===== config.mk =====
export PLATFORM = sky130hd
export DESIGN_NAME = multicycle_control
export DESIGN_NICKNAME = d
export VERILOG_FILES = /design/src/rtl/multicycle_control.sv
export SDC_FILE = /design/constraint.sdc
export NUM_CORES = 1
export LEC_CHECK = 0
export BUFFER_PORTS_ARGS = -buffer_cell sky130_fd_sc_hd__buf_2
export CELL_PAD_IN_SITES_DETAIL_PLACEMENT = 0
export CELL_PAD_IN_SITES_GLOBAL_PLACEMENT = 2
export CORE_ASPECT_RATIO = 1.2
export CORE_MARGIN = 1.5
export CORE_UTILIZATION = 30
export DETAILED_ROUTE_END_ITERATION = 6
export PLACE_DENSITY_LB_ADDON = 0.1
export RECOVER_POWER = 25
export SLEW_MARGIN = 20
export SYNTH_ARGS = -nofsm -noshare
export SYNTH_HDL_FRONTEND = slang
export SYNTH_SLANG_ARGS = --single-unit

===== constraint.sdc =====
create_clock -name clk -period 4 [get_ports clk]
set_input_delay 0.4 -clock clk [delete_from_list [all_inputs] [get_ports clk]]
set_output_delay 0.4 -clock clk [all_outputs]
set_load 0.1 [all_outputs]

===== src/rtl/multicycle_control.sv =====
// Multi-cycle sequencer for the 64-bit RISC-V datapath (ld, sd, R-type, beq, bne).
// A single state register walks FETCH/DECODE/EXEC/MEM/WB and the control strobes
// are decoded from that state and the latched instruction class.
// A wait counter bounds every memory handshake. Illegal opcodes and memory
// timeouts park the core in HALT until reset.
module multicycle_control #(
   parameter int TIMEOUT = 16
) (
   input  logic       clk,
   input  logic       reset,
   input  logic [6:0] opcode,
   input  logic [2:0] funct3,
   input  logic       zero,
   input  logic       mem_ready,
   output logic       ir_write,
   output logic       pc_write,
   output logic       pc_src,
   output logic [1:0] imm_sel,
   output logic       alu_src,
   output logic [1:0] alu_op,
   output logic       mem_req,
   output logic       mem_we,
   output logic       reg_write,
   output logic       mem_to_reg,
   output logic       halted,
   output logic       illegal,
   output logic       timeout
);

   localparam int CNT_W = $clog2(TIMEOUT + 1);

   typedef enum logic [2:0] {
      S_IDLE, S_FETCH, S_DECODE, S_EXEC, S_MEM, S_WB, S_HALT
   } state_t;

   typedef enum logic [1:0] {C_LD, C_SD, C_R, C_BR} class_t;

   state_t            state;
   class_t            cls;
   logic              is_bne;
   logic [CNT_W-1:0]  wait_cnt;
   logic              illegal_q;
   logic              timeout_q;

   class_t            dec_cls;
   logic              dec_ok;
   logic              wait_last;
   logic              taken;

   // Immediate format selected by each instruction class (R-type has none).
   function automatic logic [1:0] imm_for(input class_t c);
      case (c)
         C_SD:    return 2'b01;
         C_BR:    return 2'b11;
         default: return 2'b00;
      endcase
   endfunction

   // Classify the instruction currently held in the instruction register.
   always_comb begin
      dec_cls = C_R;
      dec_ok  = 1'b1;
      case (opcode)
         7'b0000011: dec_cls = C_LD;
         7'b0100011: dec_cls = C_SD;
         7'b0110011: dec_cls = C_R;
         7'b1100011: begin
            dec_cls = C_BR;
            dec_ok  = (funct3[2:1] == 2'b00);
         end
         default:    dec_ok = 1'b0;
      endcase
   end

   assign wait_last = (wait_cnt == CNT_W'(TIMEOUT - 1));
   assign taken     = is_bne ? ~zero : zero;

   // Sequencer: state, latched class, handshake wait counter and sticky halt causes.
   always_ff @(posedge clk or negedge reset) begin
      if (!reset) begin
         state     <= S_IDLE;
         cls       <= C_LD;
         is_bne    <= 1'b0;
         wait_cnt  <= '0;
         illegal_q <= 1'b0;
         timeout_q <= 1'b0;
      end else begin
         case (state)
            S_IDLE: begin
               state    <= S_FETCH;
               wait_cnt <= '0;
            end
            S_FETCH: begin
               if (mem_ready) begin
                  state    <= S_DECODE;
                  wait_cnt <= '0;
               end else if (wait_last) begin
                  state     <= S_HALT;
                  timeout_q <= 1'b1;
               end else begin
                  wait_cnt <= wait_cnt + 1'b1;
               end
            end
            S_DECODE: begin
               if (dec_ok) begin
                  cls    <= dec_cls;
                  is_bne <= funct3[0];
                  state  <= S_EXEC;
               end else begin
                  state     <= S_HALT;
                  illegal_q <= 1'b1;
               end
            end
            S_EXEC: begin
               wait_cnt <= '0;
               case (cls)
                  C_LD, C_SD: state <= S_MEM;
                  C_R:        state <= S_WB;
                  default:    state <= S_FETCH;
               endcase
            end
            S_MEM: begin
               if (mem_ready) begin
                  state    <= (cls == C_LD) ? S_WB : S_FETCH;
                  wait_cnt <= '0;
               end else if (wait_last) begin
                  state     <= S_HALT;
                  timeout_q <= 1'b1;
               end else begin
                  wait_cnt <= wait_cnt + 1'b1;
               end
            end
            S_WB: begin
               state    <= S_FETCH;
               wait_cnt <= '0;
            end
            S_HALT:  state <= S_HALT;
            default: state <= S_IDLE;
         endcase
      end
   end

   // Moore control decode; only the FETCH write strobes follow mem_ready directly.
   always_comb begin
      ir_write   = 1'b0;
      pc_write   = 1'b0;
      pc_src     = 1'b0;
      imm_sel    = 2'b00;
      alu_src    = 1'b0;
      alu_op     = 2'b00;
      mem_req    = 1'b0;
      mem_we     = 1'b0;
      reg_write  = 1'b0;
      mem_to_reg = 1'b0;
      halted     = (state == S_HALT);
      illegal    = illegal_q;
      timeout    = timeout_q;
      case (state)
         S_FETCH: begin
            mem_req = 1'b1;
            if (mem_ready) begin
               ir_write = 1'b1;
               pc_write = 1'b1;
            end
         end
         S_DECODE: imm_sel = imm_for(dec_cls);
         S_EXEC: begin
            imm_sel = imm_for(cls);
            case (cls)
               C_LD, C_SD: begin
                  alu_src = 1'b1;
                  alu_op  = 2'b00;
               end
               C_R: alu_op = 2'b10;
               default: begin
                  alu_op = 2'b01;
                  if (taken) begin
                     pc_write = 1'b1;
                     pc_src   = 1'b1;
                  end
               end
            endcase
         end
         S_MEM: begin
            imm_sel = imm_for(cls);
            mem_req = 1'b1;
            mem_we  = (cls == C_SD);
         end
         S_WB: begin
            reg_write  = 1'b1;
            mem_to_reg = (cls == C_LD);
         end
         default: ;
      endcase
   end

endmodule


==> results by group, run 1 <==
Status
  • Status: finished, final reports clean

Pwr
  • Sequential group share of total power: between 20% and 30%
  • Internal power: 327 µW
  • Max VDD drop: 459 µV
  • Pleak: about 0.00056 µW
  • Logic pwr share: 65.2%
  • Pwr dens: between 800 and 900 nW/µm²
  • Sw Share: 62.5%
  • Clk pwr share: 9.6%
  • Net switching power: 546 µW

Setup path
  • Critical path class: reg -> out
  • CP max FO: 11
  • RR Startpoint: state[1]$_DFF_PN0_
  • Reg2reg path depth: 4
  • Arr. time, crit path: between 2 and 2.5 ns
  • Setup crit end kind: output port
  • RR Endpoint: is_bne$_DFFE_PN0P_
  • R2R Setup Slk: 1.91 ns
  • Worst setup SP type: register
  • Req. time, crit path: ~3.6 ns

Clock network
  • Clock Tree Root: clkbuf_4
  • CTS tree: built
  • Postcts setup bufs: 0
  • Cts bufs inserted: 3
  • CTS sink cnt: 13
  • Clock H-tree levels: 1
  • Worst skew pair latency: around 0.28 ns
  • CTS max path bufs: 2
  • Reg clk slew, reported paths: 0.09 ns

Layout
  • Final Instance Area: approximately 1100 µm²
  • # nets final: 140
  • Commonest non-fill, non-tap cell in the layout: buf_2
  • Most frequent cells in the layout: buf_2, dfrtp_1, nor2_1
  • Share of cells above drive strength 1: between 30 and 40%
  • Layout Area Growth over Synthesis: 24.9%
  • # diodes: 0
  • Fillcell total: approximately 310

Timing
  • Final critical-path share of the clock period: approximately 66%
  • Relative slew slack: between 50% and 60%
  • Setup tns final: 0 ns
  • Fin. max-slew vios: 0
  • Fin crit period: 2.65 ns
  • Least-Margin Pin Slew: approximately 0.75 ns
  • RSZ-0062 raised after global routing: no
  • Worst Skew: 0.00706 ns
  • Final setup vio count: 0
  • Max Freq: roughly 380 MHz
  • Final hold violation count: 0

GRT
  • Initial antenna violation count: 0
  • Total GRT Usage: about 15%
  • Grt ovf: 0
  • Largest net degree at the start of global routing: 14
  • Vias in the first global route: roughly 750
  • First-pass GRT wire length: about 3500 µm

Logic synthesis
  • Seq/Total Area, Yosys: a little under two fifths
  • Yosys cell types: 36
  • Biggest area consumer among synthesized cells: dfrtp_1
  • Post-Syn Area: about 850 µm²
  • Synth Instances: 94
  • Synth top area cells: dfrtp_1, nor2_1, mux2i_1, a21oi_1, and3_1
  • Synth warn: 0
  • Avg Synthesized Cell Area: roughly 9.1 µm²
  • Post-synth top area share: a little under two fifths
  • Register bit total from synthesis: 13
  • Synth Net Count: 110

Die
  • Die W: roughly 52 µm
  • Die Area: about 3200 µm²
  • # IOs: 29
  • Row cnt: 21
  • Std-Cell Core Area: 2760 µm²
  • Initial Utilization: a little under a third
  • Die H: slightly above 60 µm

Flow run
  • Max-cap violations: 0

Routing
  • Wire length per cell: 13.3 µm
  • Number of remaining DRC errors: 0
  • Vias: roughly 810
  • DR pass1 iterations: 6
  • DR vias/cell: roughly 5.2
  • Initial drt markers: 16
  • ANT nets after route: 0
  • Total Wirelength: ~2100 µm

Hold path
  • Worst hold path class: in -> reg
  • Hold Path Stages: 2
  • WHS Endpoint: is_bne$_DFFE_PN0P_
  • Hold path start: funct3[0]

Place
  • IO Port Bufs: 28
  • RD Place Congestion: between 0.7 and 0.8
  • Post-DP Area: 1030 µm²
  • DP Wirelength: roughly 1600 µm
worst max-delay path, stage by stage (launching register included):
cell       delay [ns]
dfrtp_1          0.54
nor3b_2          0.25
or4b_1           0.51
nor2_1           0.12
o2bb2ai_1        0.11
buf_2            0.44
cell type report:
class                   instances  area (µm²)  area share [%]
repair buffers                 29         149            14.0
flip-flops and latches         13         325            30.5
well taps                      34        42.5            3.99
inverters                       5        18.8            1.76
clock buffers                   4        26.3            2.46
multi-input cells              72         505            47.4
per-layer routing:
layer | track usage (%) | wire (µm) | vias up
met5 | 0 | 0 | -
met4 | 7.89 | 27 | 0
met3 | 2.91 | 63 | 4
met2 | 26.2 | 1120 | 13
met1 | 18.3 | 885 | 396
li1 | - | - | 399
Yosys cell counts:
| cell | count |
|---|---|
| nand2_1 | 5 |
| xnor2_1 | 1 |
| o2bb2ai_1 | 2 |
| or2_2 | 1 |
| nor3_1 | 4 |
| nor4b_1 | 1 |
| mux2_4 | 1 |
| nor4_1 | 2 |
| dfrtp_1 | 13 |
| ha_1 | 2 |
| and3_1 | 4 |
| nand3b_1 | 1 |
| o32ai_1 | 1 |
| a21o_1 | 1 |
| mux2_2 | 1 |
| a22o_1 | 2 |
| nor2b_1 | 3 |
| or3b_1 | 1 |
| nor3b_1 | 2 |
| nor2_1 | 10 |
| o21ai_0 | 3 |
| o41ai_1 | 1 |
| o211ai_1 | 1 |
| inv_1 | 5 |
| xor2_1 | 1 |
| mux2i_1 | 3 |
| a211o_1 | 2 |
| clkbuf_1 | 3 |
| nor3b_2 | 1 |
| buf_6 | 1 |
| a21oi_1 | 5 |
| nand3_1 | 1 |
| a221o_1 | 2 |
| or2_1 | 2 |
| nand2b_1 | 4 |
| or4b_1 | 1 |
repair_timing:
item | CTS | global route
resized for setup | 0 | 0
endpoints found under the hold margin | 6 | 0
hold buffers | 1 | 0
worst max path at each step:
stage,startpoint,endpoint,depth (start not counted)
after detailed placement,state[1]$_DFF_PN0_,imm_sel[1],5
after floorplan,state[2]$_DFF_PN0_,pc_write,4
after global routing,state[1]$_DFF_PN0_,imm_sel[1],5
after CTS,state[1]$_DFF_PN0_,imm_sel[1],5
final,state[1]$_DFF_PN0_,imm_sel[1],5
after global placement,state[1]$_DFF_PN0_,imm_sel[1],5
flip-flops by register name (all words and copies together) (netlist names):
register,cells
state,3
timeout,1
illegal,1
wait_cnt,5
is_bne,1
cls,2
stage by stage:
step	cells	util [%]	power, µW	setup slack, ns	hold slack (ns)
global route	157	38.7	934	1.20	0.333
CTS	157	38.7	886	1.31	0.336
finish	157	38.7	873	1.35	0.346
global placement	152	37.4	794	1.69	0.314
floorplan	94	-	706	0.120	0.104
detailed placement	152	37.4	794	1.65	0.314
kinds of logic after synthesis:
family	after synthesis	synth area share (%)
compound gates	20	17.0
xor+xnor	2	2.05
fa+ha+maj	2	2.93
buf+inv	9	4.83
flops	13	38.1
mux	5	6.59
simple gates	43	28.6
power groups by stage:
stage,Sequential [µW],Combinational (µW),Clock [µW]
after global routing,227,613,94.1
after CTS,221,575,90.4
after detailed placement,223,570,0
final,220,569,84.1
after global placement,222,572,0
after floorplan,191,515,0
No activity file was read; power rests on OpenSTA's default activity.
==> inputs of run 2 (changes only) <==
--- a/config.mk
+++ b/config.mk
@@ -10,7 +10,7 @@
 export CELL_PAD_IN_SITES_GLOBAL_PLACEMENT = 2
 export CORE_ASPECT_RATIO = 1.2
 export CORE_MARGIN = 1.5
-export CORE_UTILIZATION = 30
+export CORE_UTILIZATION = 25
 export DETAILED_ROUTE_END_ITERATION = 6
 export PLACE_DENSITY_LB_ADDON = 0.1
 export RECOVER_POWER = 25
==> constraint.sdc (replaced) <==
create_clock -name clk -period 2.3 [get_ports clk]
set_input_delay 0.23 -clock clk [delete_from_list [all_inputs] [get_ports clk]]
set_output_delay 0.23 -clock clk [all_outputs]
set_load 0.1 [all_outputs]
==> run 2 against run 1 <==
Clock power grew to 2.5 times the previous value. Power is 100% higher. Setup slack worse by 1.2 ns. Clock skew hardly changed. Die area is 19% higher. Final area is 11% higher. Via count is 1.1% higher. Global-route usage is 1.6 points lower. Combinational power is 110% higher. Sequential power is 50% higher. Critical path type unchanged.
==> results by group, run 2 (synthesis results as in run 1) <==
Status
  • Status: finished, final reports clean

Clock network
  • Clock Tree Root: clkbuf_8
  • CTS sink cnt: 13 (unchanged)
  • Worst skew pair latency: 0.25 ns (-0.03 ns)
  • Cts bufs inserted: 3 (unchanged)
  • CTS max path bufs: 2 (unchanged)
  • Post-CTS sizing: 0 (unchanged)
  • CTS tree: built
  • Reg clk slew, reported paths: 0.06 ns (-0.03 ns)
  • Clock H-tree levels: 1 (unchanged)

Setup path
  • CP max FO: 5 (-6)
  • CP startpoint: state[1]$_DFF_PN0_
  • Cells along the critical path: nor3b_2 > or4b_1 > nor2_1 > o2bb2ai_2 > buf_12
  • Arr. time, crit path: 1.91 ns (-0.34 ns)
  • CP bufs+invs: 1 (unchanged)
  • Critical path class: reg -> out
  • CP max stage delay: 0.52 ns (-0.02 ns)
  • RR Startpoint: state[1]$_DFF_PN0_
  • Req. time, crit path: 2.07 ns (-1.53 ns)
  • Slowest CP cell: or4b_1
  • Worst setup SP type: register
  • Setup crit end kind: output port
  • Delay-heaviest family, CP: simple AND/OR/NAND/NOR gates

Timing
  • Least-Margin Pin Slew: 0.753 ns (+0.00273 ns)
  • RSZ-0062 raised after global routing: no
  • Relative slew slack: 49.8% (-0.18 points)
  • Fin crit period: about 2.1 ns
  • Worst Skew: 0.00747 ns (+0.000408 ns)
  • Max Freq: roughly 470 MHz
  • Final critical-path share of the clock period: between 90% and 100%
  • WHS: 0.208 ns (-0.138 ns)
  • Fin. max-slew vios: 0 (unchanged)
  • Final hold violation count: 0 (unchanged)
  • Final setup vio count: 0 (unchanged)

Layout
  • Commonest non-fill, non-tap cell in the layout: buf_2
  • Top reg by flops: wait_cnt
  • # diodes: 0 (unchanged)
  • FF/Latch Area: 325 µm² (unchanged)
  • Fillcell total: 359 (+15%)
  • Largest register FFs: 5 (unchanged)
  • Biggest regs: wait_cnt: 5 flops, state: 3 flops, cls: 2 flops
  • Area of the multi-input gates: 543 µm² (+7.4%)
  • Most frequent cells in the layout: buf_2, dfrtp_1, nor2_1
  • # nets final: 144 (+2.9%)
  • Final Instance Area: 1190 µm² (+11%)
  • Post-Layout Cell Count: 164 (+4.5%)
  • Layout Area Growth over Synthesis: 39.1%
  • Share of cells above drive strength 1: 38.6% (+8.5 points)

Die
  • Row cnt: 23 (+9.5%)
  • Die W: 56.4 µm (+9.0%)
  • Die H: 67.0 µm (+9.1%)
  • Die Area: 3780 µm² (+19%)
  • Std-Cell Core Area: 3310 µm² (+20%)
  • # IOs: 29 (unchanged)
  • Initial Utilization: 25.8% (-5.2 points)

Routing
  • Vias: 821 (+1.1%)
  • ANT nets after route: 0 (unchanged)
  • Initial drt markers: 21 (+5)
  • Total Wirelength: 2250 µm (+7.6%)
  • Number of remaining DRC errors: 0 (unchanged)
  • Wire length per cell: 13.7 µm (+3.0%)
  • DR vias/cell: 5.01 (-3.2%)
  • DR pass1 iterations: 4 (-2)

Place
  • DP Wirelength: 1790 µm (+10%)
  • DP Cell Count: 159 (+4.6%)
  • RD Place Congestion: 0.770 (+8.8%)
  • IO Port Bufs: 28 (unchanged)
  • Post-DP Area: 1130 µm² (+9.8%)

GRT
  • Vias in the first global route: 826 (+10%)
  • Grt ovf: 0 (unchanged)
  • Largest net degree at the start of global routing: 14 (unchanged)
  • First-pass GRT wire length: 3860 µm (+12%)
  • Initial antenna violation count: 0 (unchanged)
  • Total GRT Usage: 13.7% (-1.6 points)

Pwr
  • Pwr dens: 1490 nW/µm² (+82%)
  • Tot Pwr: 1770 µW (+100%)
  • Max VDD drop: 741 µV (+61%)
  • Pleak: 0.000607 µW (+8.5%)

Hold path
  • Hold path start: funct3[0]
  • Worst hold path class: in -> reg

Flow run
  • Max-cap violations: 0 (unchanged)
==> run 2: cell types whose count changed in the layout (fill, tap and decap cells not counted), moves of 2 or more <==
cell / delta
buf_4: +4
clkbuf_4: -3
clkbuf_8: +3
and3_1: -2
and3_2: +2
buf_12: +2
buf_2: -2
nor3_1: -2
nor3_2: +2
==> run 2: layer usage <==
layer	wire length [µm]	GRT usage, %	vias up
met5	0	0	-
met4	44	6.55	0
met2	1160	24.4	24
met1	936	15.4	384
li1	-	-	408
met3	116	3.11	5
==> run 2: area by class of cell <==
cell class,count,share of cell area [%]
clock buffer,3,3.47
multi-input combinational,72,45.7
sequential,13,27.4
timing repair buffer,33,17.6
clock inverter,1,0.421
tap,37,3.89
inverter,5,1.58
==> run 2: per-stage QoR <==
stage | TNS, ns | setup WS, ns | utilization [%]
finish | 0 | 0.156 | 35.9
global route | 0 | 0.0522 | 35.9
detailed placement | 0 | 0.310 | 34.3
global placement | 0 | 0.301 | 34.3
CTS | 0 | 0.119 | 36.0
floorplan | -2.21 | -0.513 | -
==> run 2: report_power, final <==
part           switching (µW)  internal, µW
registers                48.4           283
logic                     884           339
clock network            91.7           120
==> run 2: path summary, 6_finish.rpt <==
path | end | slack, ns | cells after the start
worst max register to register | is_bne$_DFFE_PN0P_ | 0.34 | 4
min in group asynchronous | illegal$_DFFE_PN0P_ | 0.56 | 2
worst min-delay path | is_bne$_DFFE_PN0P_ | 0.21 | 2
worst max-delay path | imm_sel[1] | 0.16 | 5
worst min register to register | illegal$_DFFE_PN0P_ | 0.46 | 1
max in group asynchronous | state[2]$_DFF_PN0_ | 1.26 | 2
==> run 2: what timing repair did <==
item                                   in CTS  in global routing
buffers inserted                            0                  0
hold buffers                                1                  0
endpoints found under the hold margin      13                  0
